--- config.mk ---
export PLATFORM = sky130hd
export DESIGN_NAME = mem_port_arbiter
export DESIGN_NICKNAME = d
export VERILOG_FILES = /design/src/rtl/mem_port_arbiter.sv
export SDC_FILE = /design/constraint.sdc
export NUM_CORES = 1
export LEC_CHECK = 0
export BUFFER_PORTS_ARGS = -buffer_cell sky130_fd_sc_hd__clkbuf_2
export CAP_MARGIN = 5
export CORE_MARGIN = 10
export CORE_UTILIZATION = 40
export DETAILED_ROUTE_END_ITERATION = 16
export GPL_ROUTABILITY_DRIVEN = 0
export HOLD_SLACK_MARGIN = 0.03
export PLACE_DENSITY_LB_ADDON = 0.05
export RECOVER_POWER = 25
export SYNTH_ARGS = -nofsm -noshare
export SYNTH_HDL_FRONTEND = slang
export SYNTH_SLANG_ARGS = --single-unit
--- constraint.sdc ---
create_clock -name clk -period 1.9 [get_ports clk]
set_clock_uncertainty 0.2 [all_clocks]
set_input_delay 0.19 -clock clk [delete_from_list [all_inputs] [get_ports clk]]
set_output_delay 0.19 -clock clk [all_outputs]
set_load 0.02 [all_outputs]
--- src/rtl/mem_port_arbiter.sv ---
// mem_port_arbiter
//   Sole owner of the shared main-RAM port. It moves whole 8-word cache lines
//   for the I-cache (refill only) and the D-cache (optional dirty writeback
//   followed by refill). When both caches request in the same cycle, the
//   grant alternates between them.
//
// state     | meaning
// ----------+---------------------------------------------------------------
// IDLE      | no transfer; requests are sampled and arbitrated here only
// IC_FILL   | I-line refill, cnt 0..8: read addr out at 0..7, fill at 1..8
// DC_WB     | D victim writeback, cnt 0..7: one RAM write per cycle
// DC_FILL   | D-line refill, cnt 0..8: same timing as IC_FILL
// DONE_IC   | single-cycle ic_done_out pulse
// DONE_DC   | single-cycle dc_done_out pulse
//
// Ports
//   clk, rst_n                      clock, async active-low reset
//   ic_req_in, ic_addr_in           I-cache refill request / miss byte address
//   dc_req_in, dc_dirty_in          D-cache miss request / victim is dirty
//   dc_addr_in, dc_wb_addr_in       D miss byte address / victim byte address
//   dc_wdata_in                     victim word read at dc_word_sel_out
//   ram_rdata_in                    RAM read data, one cycle after the address
//   ram_en_out, ram_we_out          RAM enable / write
//   ram_addr_out, ram_wdata_out     RAM word address / write data
//   ic_fill_we_out, ic_word_sel_out I-cache fill strobe / word index
//   ic_fill_data_out, ic_done_out   I-cache fill data / completion pulse
//   dc_fill_we_out, dc_word_sel_out D-cache fill strobe / word index
//   dc_fill_data_out, dc_done_out   D-cache fill data / completion pulse
//   busy_out                        a transfer is in progress
module mem_port_arbiter #(
  parameter int ADDR_W = 32,
  parameter int DATA_W = 32
) (
  input  logic              clk,
  input  logic              rst_n,
  input  logic              ic_req_in,
  input  logic [ADDR_W-1:0] ic_addr_in,
  input  logic              dc_req_in,
  input  logic              dc_dirty_in,
  input  logic [ADDR_W-1:0] dc_addr_in,
  input  logic [ADDR_W-1:0] dc_wb_addr_in,
  input  logic [DATA_W-1:0] dc_wdata_in,
  input  logic [DATA_W-1:0] ram_rdata_in,
  output logic              ram_en_out,
  output logic              ram_we_out,
  output logic [ADDR_W-3:0] ram_addr_out,
  output logic [DATA_W-1:0] ram_wdata_out,
  output logic              ic_fill_we_out,
  output logic [2:0]        ic_word_sel_out,
  output logic [DATA_W-1:0] ic_fill_data_out,
  output logic              ic_done_out,
  output logic              dc_fill_we_out,
  output logic [2:0]        dc_word_sel_out,
  output logic [DATA_W-1:0] dc_fill_data_out,
  output logic              dc_done_out,
  output logic              busy_out
);

  localparam int LINE_W = ADDR_W - 5;

  typedef enum logic [2:0] {
    S_IDLE    = 3'd0,
    S_IC_FILL = 3'd1,
    S_DC_WB   = 3'd2,
    S_DC_FILL = 3'd3,
    S_DONE_IC = 3'd4,
    S_DONE_DC = 3'd5
  } state_t;

  state_t            state_q, state_d;
  logic [3:0]        cnt_q, cnt_d;
  logic              last_dc_q, last_dc_d;
  logic [LINE_W-1:0] ic_line_q, ic_line_d;
  logic [LINE_W-1:0] dc_line_q, dc_line_d;
  logic [LINE_W-1:0] wb_line_q, wb_line_d;

  logic              grant_ic;
  logic              grant_dc;
  logic [3:0]        cnt_m1;
  logic              fill_rd;
  logic              fill_wr;

  // Byte-offset bits inside a line play no part in whole-line transfers.
  logic unused_offset_bits;
  assign unused_offset_bits = ^{ic_addr_in[4:0], dc_addr_in[4:0], dc_wb_addr_in[4:0]};

  // On a tie the requester that was not served last wins; reset leaves
  // last_dc_q set so the first tie goes to the I-cache.
  assign grant_ic = ic_req_in & (~dc_req_in | last_dc_q);
  assign grant_dc = dc_req_in & (~ic_req_in | ~last_dc_q);

  // Fill timing: the address goes out at cnt 0..7 and the data comes back one
  // cycle later, so the cache write for word k happens at cnt k+1.
  assign cnt_m1  = cnt_q - 4'd1;
  assign fill_rd = ~cnt_q[3];
  assign fill_wr = (cnt_q != 4'd0);

  always_ff @(posedge clk or negedge rst_n) begin
    if (!rst_n) begin
      state_q   <= S_IDLE;
      cnt_q     <= 4'd0;
      last_dc_q <= 1'b1;
      ic_line_q <= '0;
      dc_line_q <= '0;
      wb_line_q <= '0;
    end else begin
      state_q   <= state_d;
      cnt_q     <= cnt_d;
      last_dc_q <= last_dc_d;
      ic_line_q <= ic_line_d;
      dc_line_q <= dc_line_d;
      wb_line_q <= wb_line_d;
    end
  end

  always_comb begin
    state_d   = state_q;
    cnt_d     = cnt_q;
    last_dc_d = last_dc_q;
    ic_line_d = ic_line_q;
    dc_line_d = dc_line_q;
    wb_line_d = wb_line_q;

    unique case (state_q)
      S_IDLE: begin
        if (grant_ic) begin
          state_d   = S_IC_FILL;
          cnt_d     = 4'd0;
          last_dc_d = 1'b0;
          ic_line_d = ic_addr_in[ADDR_W-1:5];
        end else if (grant_dc) begin
          state_d   = dc_dirty_in ? S_DC_WB : S_DC_FILL;
          cnt_d     = 4'd0;
          last_dc_d = 1'b1;
          dc_line_d = dc_addr_in[ADDR_W-1:5];
          wb_line_d = dc_wb_addr_in[ADDR_W-1:5];
        end
      end

      S_IC_FILL: begin
        if (cnt_q == 4'd8) begin
          state_d = S_DONE_IC;
          cnt_d   = 4'd0;
        end else begin
          cnt_d = cnt_q + 4'd1;
        end
      end

      // Writeback runs straight into the refill with no re-arbitration.
      S_DC_WB: begin
        if (cnt_q == 4'd7) begin
          state_d = S_DC_FILL;
          cnt_d   = 4'd0;
        end else begin
          cnt_d = cnt_q + 4'd1;
        end
      end

      S_DC_FILL: begin
        if (cnt_q == 4'd8) begin
          state_d = S_DONE_DC;
          cnt_d   = 4'd0;
        end else begin
          cnt_d = cnt_q + 4'd1;
        end
      end

      S_DONE_IC: state_d = S_IDLE;
      S_DONE_DC: state_d = S_IDLE;

      default: begin
        state_d = S_IDLE;
        cnt_d   = 4'd0;
      end
    endcase
  end

  // Control outputs are decoded from state/cnt only.
  always_comb begin
    ram_en_out      = 1'b0;
    ram_we_out      = 1'b0;
    ram_addr_out    = '0;
    ic_fill_we_out  = 1'b0;
    ic_word_sel_out = 3'd0;
    ic_done_out     = 1'b0;
    dc_fill_we_out  = 1'b0;
    dc_word_sel_out = 3'd0;
    dc_done_out     = 1'b0;

    unique case (state_q)
      S_IC_FILL: begin
        ram_en_out = fill_rd;
        if (fill_rd) begin
          ram_addr_out = {ic_line_q, cnt_q[2:0]};
        end
        ic_fill_we_out = fill_wr;
        if (fill_wr) begin
          ic_word_sel_out = cnt_m1[2:0];
        end
      end

      S_DC_WB: begin
        ram_en_out      = 1'b1;
        ram_we_out      = 1'b1;
        ram_addr_out    = {wb_line_q, cnt_q[2:0]};
        dc_word_sel_out = cnt_q[2:0];
      end

      S_DC_FILL: begin
        ram_en_out = fill_rd;
        if (fill_rd) begin
          ram_addr_out = {dc_line_q, cnt_q[2:0]};
        end
        dc_fill_we_out = fill_wr;
        if (fill_wr) begin
          dc_word_sel_out = cnt_m1[2:0];
        end
      end

      S_DONE_IC: ic_done_out = 1'b1;
      S_DONE_DC: dc_done_out = 1'b1;

      default: begin
      end
    endcase
  end

  assign busy_out         = (state_q != S_IDLE);
  assign ram_wdata_out    = dc_wdata_in;
  assign ic_fill_data_out = ram_rdata_in;
  assign dc_fill_data_out = ram_rdata_in;

endmodule

==> run metrics, run 1 <==
htree depth 3; maximum vdd ir drop 0.9880 mV; Most common cell on crit path buf_12; failing checks setup timing; die height 134.3 um; post-synthesis sequential area ratio 42.64%; Critical Path Slowest Stage Cell dfrtp_1; Hold WC Path Type primary input to flip-flop; final slew viol count 0; met1 Use GR 20.64%; Antenna Nets Post-Route 0; Post-Layout Cell Count 789; Synth Cell Area 0.005226 mm2; vias in the first global route 4423; CORE AREA 0.01272 mm2; most common cell after layout, fill and taps aside clkbuf_2; final hold vios 0; outcome finished with violations; type of origin of the critical path flip-flop; total grt overflow 0; CP peak stage delay 0.39 ns; Avg WL per Cell 21.68 um; met2 Use GR 32.77%; YS warnings 0; first-pass GRT wire length 26.45 mm; die footprint 0.01804 mm2; drt drc 0; Leak 3.843 nW; CP required 1.51 ns; Port-buffer cells 128; row cnt 41; asr flop ratio synth 100.0%; minimum clock period after layout 2.267 ns; Placed Cells 654; Layout area overhead 52.98%; Multi-input gate area 0.002482 mm2; Setup-failing EPs final 124; period utilization 119.3%; Synth top area share 42.14%; initial antenna violation count 0; CTS clk-pin slew, worst paths 0.07 ns; unrepaired setup endpoints after global routing true; crit path DAT 1.88 ns; GR Util All Layers 19.00%; Hold Startpoint dc_dirty_in; Worst Max-Slew Pin Slew 0.4481 ns; hpwl dp 11.21 mm; DRT Pass-1 Iters 4; Die Width 134.3 um; Via density 4.790; Sink Count 89; most frequent cells in the layout clkbuf_2, dfrtp_1, dlygate4sd3_1; FF/Latch Area 0.002231 mm2; share of cells above drive strength 1 55.75%; crit end category primary output; # nets final 780; Top Ports 304; Starting Density 41.08%; max_slew headroom 70.12%; latest clock arrival within the worst-skew pair 0.34 ns; via count 3779; Synth area leader dfrtp_1; met3 Resource Use GR 6.796%; ranking of synthesized cells by area dfrtp_1, mux2_4, buf_4, mux2i_1, o21ai_0; maximum fanout along the worst path 6; largest net degree at the start of global routing 33; TritonCTS clock tree yes; syn avg cell area 11.93 um2; worst setup margin -0.3674 ns; Fmax 441.0 MHz; CTS Root Cell clkbuf_16; WHS 0.1103 ns; critical-path cell list or2b_1, or2_4, buf_12, buf_12, o21ai_4, buf_8; Setup CP Type flip-flop to primary output; Power, Total 0.01390 W; cells after synthesis 438; Iter 0 DRT Violations 202; Total Wirelength 17.10 mm; Cell variety after synth 41; fillers 1042; Post-synth EDFFs 0; GRT busiest layer met2; maximum root-to-sink buffer count 2; Critical path origin state_q[2]; TritonCTS Buffers 9; maxcap violations 0; dominant synthesized flop cell dfrtp_1; antenna fix cells 0; Mapped Nets 606; Power Density 1739 mW/mm2; FF+latch count, synth 89; RR Startpoint state_q[2]; Setup Slack @ Placement -0.07120 ns
[registers in the layout, indices dropped and copies added (netlist names)]
name	count
last_dc_q	1
ic_line_q	27
wb_line_q	27
state_q	3
cnt_q	4
dc_line_q	27
[cell families after synthesis]
group,after synthesis,share of synthesized area [%]
buffers and inverters,121,16.81
muxes,108,27.58
DFF,89,42.64
and+or+nand+nor,69,7.087
AOI/OAI and AO/OA,48,5.171
adders and majority gates,3,0.7183
[metal layers]
layer,up-vias,part of all wire [%]
li1,1740,-
met1,1848,38
met2,152,51
met3,39,8.0
met4,0,2.5
met5,-,0
[worst paths after layout]
check	endpoint	slack, ns	cells past startpoint
max in group asynchronous	last_dc_q	0.76	3
hold reg to reg	ic_line_q[1]	0.31	1
min in group asynchronous	dc_line_q[11]	0.13	2
hold / removal	state_q[0]	0.11	5
setup reg to reg	dc_line_q[4]	-0.23	8
setup / recovery	ram_addr_out[17]	-0.37	6
[synth_stat cells, types with 3 or more instances]
master,instances
a21oi_1,4
and2_1,4
buf_4,96
buf_6,7
clkbuf_1,8
dfrtp_1,88
ha_1,3
inv_1,6
mux2_2,12
mux2_4,69
mux2i_1,27
nand2_1,33
nor2_1,14
o21ai_0,32
[timing repair]
action | 4_1_cts | 5_1_grt
hold buffers | 84 | 0
gates cloned | 10 | 1
buffers inserted | 22 | 10
pin swaps | 13 | 5
endpoints found under the setup margin | 70 | 127
endpoints found under the hold margin | 170 | 0
resized for setup | 124 | 59
[stage by stage]
| step | cell area, um2 | utilization [%] | TNS (ns) |
|---|---|---|---|
| global route | 7995 | 62.84 | -31.27 |
| floorplan | 5455 | - | -1.689 |
| finish | 7995 | 62.84 | -21.98 |
| CTS | 7906 | 62.15 | -23.56 |
| global placement | 5814 | 45.70 | -0.4453 |
| detailed placement | 5814 | 45.70 | -0.4990 |
[worst max-delay path, delay by kind of cell (launching register included)]
kind	cells	cell delay [ns]
compound gates	1	0.15
buf+inv	3	0.43
flops	1	0.39
simple gates	2	0.56
[final cells by class]
type / count / share of cell area [%]
Inverter: 6 / 0.3443
Timing Repair Buffer: 277 / 33.88
Sequential cell: 89 / 27.90
Multi-Input combinational cell: 229 / 31.05
Clock inverter: 5 / 0.9703
Clock buffer: 11 / 3.161
Tap cell: 172 / 2.692
[report_power, final]
group	internal [W]	total, W	switching (W)	leakage, nW
combinational	0.00484	0.00849	0.00365	2.62
sequential	0.00287	0.00344	0.000563	1.06
clock	0.00122	0.00198	0.000761	0.162
Power figures use the tool's default switching activity.
==> run 2, diff against run 1 <==
--- a/config.mk
+++ b/config.mk
@@ -7,8 +7,10 @@
 export LEC_CHECK = 0
 export BUFFER_PORTS_ARGS = -buffer_cell sky130_fd_sc_hd__clkbuf_2
 export CAP_MARGIN = 5
-export CORE_MARGIN = 10
-export CORE_UTILIZATION = 40
+export CELL_PAD_IN_SITES_DETAIL_PLACEMENT = 0
+export CELL_PAD_IN_SITES_GLOBAL_PLACEMENT = 1
+export CORE_MARGIN = 1.5
+export CORE_UTILIZATION = 30
 export DETAILED_ROUTE_END_ITERATION = 16
 export GPL_ROUTABILITY_DRIVEN = 0
 export HOLD_SLACK_MARGIN = 0.03
==> run metrics, run 2 (synthesis gave the netlist of run 1 again) <==
hpwl dp 10.50 mm; Setup-failing EPs final 123; Worst Max-Slew Pin Slew 0.4522 ns; unrepaired setup endpoints after global routing true; Antenna Nets Post-Route 0; Port-buffer cells 128; crit end category primary output; initial antenna violation count 0; final slew viol count 0; share of cells above drive strength 1 57.84%; Power Density 1732 mW/mm2; maximum vdd ir drop 0.6902 mV; Post-Layout Cell Count 844; maximum root-to-sink buffer count 2; maximum fanout along the worst path 4; Setup Slack @ Placement -0.07186 ns; Iter 0 DRT Violations 98; Top Ports 304; failing checks setup timing; Power, Total 0.01409 W; crit path DAT 1.88 ns; Post-DP Area 0.005871 mm2; drt drc 0; TritonCTS Buffers 9; CP peak stage delay 0.46 ns; die height 135.0 um; Placed Cells 709; final hold vios 0; DRT Pass-1 Iters 4; Most common cell on crit path or3b_4; Layout area overhead 55.69%; via count 3675; most common cell after layout, fill and taps aside clkbuf_2; largest net degree at the start of global routing 32; type of origin of the critical path flip-flop; Setup CP Type flip-flop to primary output; Via density 4.354; CP required 1.51 ns; CTS clk-pin slew, worst paths 0.07 ns; row cnt 48; GR Util All Layers 17.72%; critical-path cell list inv_2, ha_4, or3b_4, or3b_4, a21oi_4, buf_8; most frequent cells in the layout clkbuf_2, dfrtp_1, dlygate4sd3_1; CTS Root Cell clkbuf_16; htree depth 3; Total Wirelength 15.91 mm; max_slew headroom 69.85%; vias in the first global route 4081; period utilization 119.5%; Avg WL per Cell 18.85 um; # nets final 782; fin area 0.008137 mm2; TritonCTS clock tree yes; Die Width 135.0 um; CORE AREA 0.01718 mm2; total grt overflow 0; first-pass GRT wire length 24.01 mm; Sink Count 89; latest clock arrival within the worst-skew pair 0.35 ns; maxcap violations 0; worst setup margin -0.3711 ns; antenna fix cells 0; outcome finished with violations; Hold WC Path Type primary input to flip-flop; Critical Path Slowest Stage Cell or3b_4; Fmax 440.3 MHz; biggest regs dc_line_q x27, ic_line_q x27, wb_line_q x27; Starting Density 30.43%; die footprint 0.01822 mm2; Leak 3.883 nW; minimum clock period after layout 2.271 ns; reg2reg setup slack -0.19 ns
==> run 2: what timing repair did <==
item                                    CTS  global route
gates resized for setup                 133            79
hold buffers                             84             0
endpoints found under the setup margin   71           128
setup buffers                            24            13
pin swaps                                11             8
gates cloned                              6             3
endpoints found under the hold margin   171             0
==> run 2: metrics by stage <==
| stage | setup TNS [ns] | hold WS, ns | util, % |
|---|---|---|---|
| final | -18.78 | 0.08940 | 47.37 |
| after global placement | -0.9236 | -0.03280 | 34.18 |
| after global routing | -26.03 | 0.1328 | 47.37 |
| after CTS | -20.17 | 0.09216 | 46.18 |
| after floorplan | -1.689 | -0.3056 | - |
| after detailed placement | -1.207 | -0.03541 | 34.18 |
==> run 2: cell type report <==
cell class	instances	area, um2
Timing Repair Buffer	280	2738
Clock buffer	9	225.2
Sequential cell	89	2231
Tap cell	225	281.5
Clock inverter	7	98.84
Inverter	6	27.53
Fill cell	1607	9040
Multi-Input combinational cell	228	2535
==> run 2: final timing paths <==
| kind | to | cells after the start | from |
|---|---|---|---|
| worst max-delay path | ic_word_sel_out[2] | 6 | cnt_q[0] |
| worst min-delay path | state_q[0] | 5 | dc_dirty_in |
| worst max register to register | wb_line_q[11] | 8 | state_q[0] |
| worst min register to register | wb_line_q[21] | 1 | wb_line_q[21] |
| max in group asynchronous | dc_line_q[3] | 3 | rst_n |
| min in group asynchronous | ic_line_q[17] | 2 | rst_n |
==> run 2: report_power, final <==
part           internal (W)  leakage [nW]  switching (W)
combinational       0.00497          2.66        0.00367
clock               0.00117         0.157       0.000839
sequential          0.00287          1.06       0.000571
==> run 2: layer usage <==
metal | track usage [%] | vias up | share of wire (%)
met2 | 29.77 | 109 | 49
met5 | 0 | - | 0
met3 | 4.542 | 41 | 6.1
met4 | 7.049 | 0 | 2.2
met1 | 21.74 | 1774 | 43
li1 | - | 1751 | -
==> run 2: critical path: cells and delay by family (launching register included) <==
kind            cells  cell delay (ns)
fa+ha+maj           1             0.15
buf+inv             2             0.17
simple gates        2             0.70
compound gates      1             0.15
flops               1             0.37
==> run 3, diff against run 2 <==
--- a/config.mk
+++ b/config.mk
@@ -11,6 +11,7 @@
 export CELL_PAD_IN_SITES_GLOBAL_PLACEMENT = 1
 export CORE_MARGIN = 1.5
 export CORE_UTILIZATION = 30
+export CTS_BUF_LIST = sky130_fd_sc_hd__clkbuf_8
 export DETAILED_ROUTE_END_ITERATION = 16
 export GPL_ROUTABILITY_DRIVEN = 0
 export HOLD_SLACK_MARGIN = 0.03
==> run metrics, run 3 (synthesis gave the netlist of run 1 again) <==
Port-buffer cells 128; CORE AREA 0.01718 mm2; Critical Path Slowest Stage Cell or3b_4; CP required 1.51 ns; Setup CP Type flip-flop to primary output; most common cell after layout, fill and taps aside clkbuf_2; Antenna Nets Post-Route 0; CTS clk-pin slew, worst paths 0.10 ns; Setup-failing EPs final 123; Hold Startpoint dc_dirty_in; crit end category primary output; clock network fraction of total power 11.2%; first-pass GRT wire length 23.86 mm; unrepaired setup endpoints after global routing true; Leak 3.859 nW; final hold vios 0; TritonCTS clock tree yes; Most common cell on crit path or3b_4; GR Util All Layers 17.62%; outcome finished with violations; Hold WC Path Type primary input to flip-flop; CTS Root Cell clkbuf_8; vias in the first global route 4058; Layout area overhead 54.18%; maximum fanout along the worst path 4; Reg2Reg Depth 8; drt drc 0; DRT Pass-1 Iters 4; setup tns final -21.71 ns; total grt overflow 0; Total Wirelength 15.87 mm; die height 135.0 um; switching part of the total 36.69%; reg2reg setup slack -0.19 ns; Placed Cells 709; TritonCTS Buffers 9; crit path DAT 1.91 ns; Via density 4.379; max_slew headroom 69.68%; initial antenna violation count 0; CP Buf/Inv Count 2; Post-Layout Cell Count 847; Power Density 1684 mW/mm2; Top Ports 304; share of cells above drive strength 1 56.91%; sequential share of power 25.4%; Sink Count 89; Fmax 435.1 MHz; RR Startpoint state_q[0]; Psw 0.004977 W; worst setup margin -0.3986 ns; Hold EP state_q[0]; critical-path cell list inv_2, ha_4, or3b_4, or3b_4, a21oi_4, buf_8; final slew viol count 0; CP peak stage delay 0.45 ns; Worst Max-Slew Pin Slew 0.4547 ns; maximum root-to-sink buffer count 2; Iter 0 DRT Violations 114; minimum clock period after layout 2.299 ns; biggest regs dc_line_q x27, ic_line_q x27, wb_line_q x27; failing checks setup timing; Internal Power 0.008590 W; WHS Path Cells 5; period utilization 121.0%; # nets final 785; Avg WL per Cell 18.74 um; RR Endpoint dc_line_q[20]; via count 3709; largest net degree at the start of global routing 32; Setup Slack @ Placement -0.07186 ns; antenna fix cells 0; die footprint 0.01822 mm2; maximum vdd ir drop 0.6086 mV; most frequent cells in the layout clkbuf_2, dfrtp_1, dlygate4sd3_1; combinational share of power 63.4%; Starting Density 30.43%; latest clock arrival within the worst-skew pair 0.37 ns; Die Width 135.0 um; hpwl dp 10.50 mm; cell family with most CP delay simple AND/OR/NAND/NOR gates; row cnt 48; maxcap violations 0; type of origin of the critical path flip-flop; htree depth 3
## run 3: layout make-up
cell class | instances | area [um2]
clock buffers | 9 | 123.9
clock inverters | 7 | 98.84
fillers | 1621 | 9119
inverters | 6 | 27.53
multi-input cells | 228 | 2504
flip-flops and latches | 89 | 2231
well taps | 225 | 281.5
repair buffers | 283 | 2791
## run 3: how the worst max path moves through the flow
| stage | cells past startpoint | to | from | slack [ns] |
|---|---|---|---|---|
| final | 6 | ic_word_sel_out[2] | cnt_q[0] | -0.40 |
| after global routing | 6 | ic_word_sel_out[2] | cnt_q[1] | -0.47 |
| after CTS | 6 | ic_word_sel_out[2] | cnt_q[1] | -0.45 |
| after detailed placement | 6 | ic_word_sel_out[2] | cnt_q[0] | -0.07 |
| after global placement | 5 | ram_addr_out[7] | state_q[0] | -0.06 |
| after floorplan | 4 | ram_addr_out[12] | state_q[2] | -0.09 |
## run 3: timing repair
action	CTS	global route
endpoints found under the setup margin	74	127
cloned	6	3
buffers inserted	21	15
pin swaps	11	7
endpoints found under the hold margin	171	0
hold buffers	84	0
resized for setup	128	69
## run 3: power groups by stage
stage          Sequential, W  Clock [W]  Combinational (W)
2_1_floorplan        0.00329          0            0.00463
3_3_place_gp         0.00340          0            0.00601
3_5_place_dp         0.00343          0            0.00605
4_1_cts              0.00342    0.00159            0.00815
5_1_grt              0.00356    0.00166            0.00913
6_report             0.00344    0.00152            0.00860
## run 3: layer usage
metal / up-vias / part of all wire [%] / global-route usage, %
met5: - / 0 / 0
met4: 0 / 2.8 / 7.766
met3: 50 / 6.2 / 4.242
met2: 117 / 49 / 29.52
met1: 1787 / 42 / 21.55
li1: 1755 / - / -
## run 3: through the flow
step | total power (W) | hold slack, ns | utilization, % | cell area (um2)
2_1_floorplan | 0.007923 | -0.3056 | - | 5455
5_1_grt | 0.01435 | 0.1060 | 46.91 | 8058
3_5_place_dp | 0.009475 | -0.03541 | 34.18 | 5871
3_3_place_gp | 0.009409 | -0.03280 | 34.18 | 5871
4_1_cts | 0.01316 | 0.05000 | 45.46 | 7809
6_report | 0.01357 | 0.07367 | 46.91 | 8058
## run 3: worst register-to-register path, stage by stage, from the launching register on
cell and delay, ns:
dfrtp_1 0.42, buf_6 0.14, buf_6 0.11, nor3_4 0.19, buf_6 0.13, nand3_4 0.15
buf_12 0.19, clkbuf_16 0.16, mux2_4 0.29
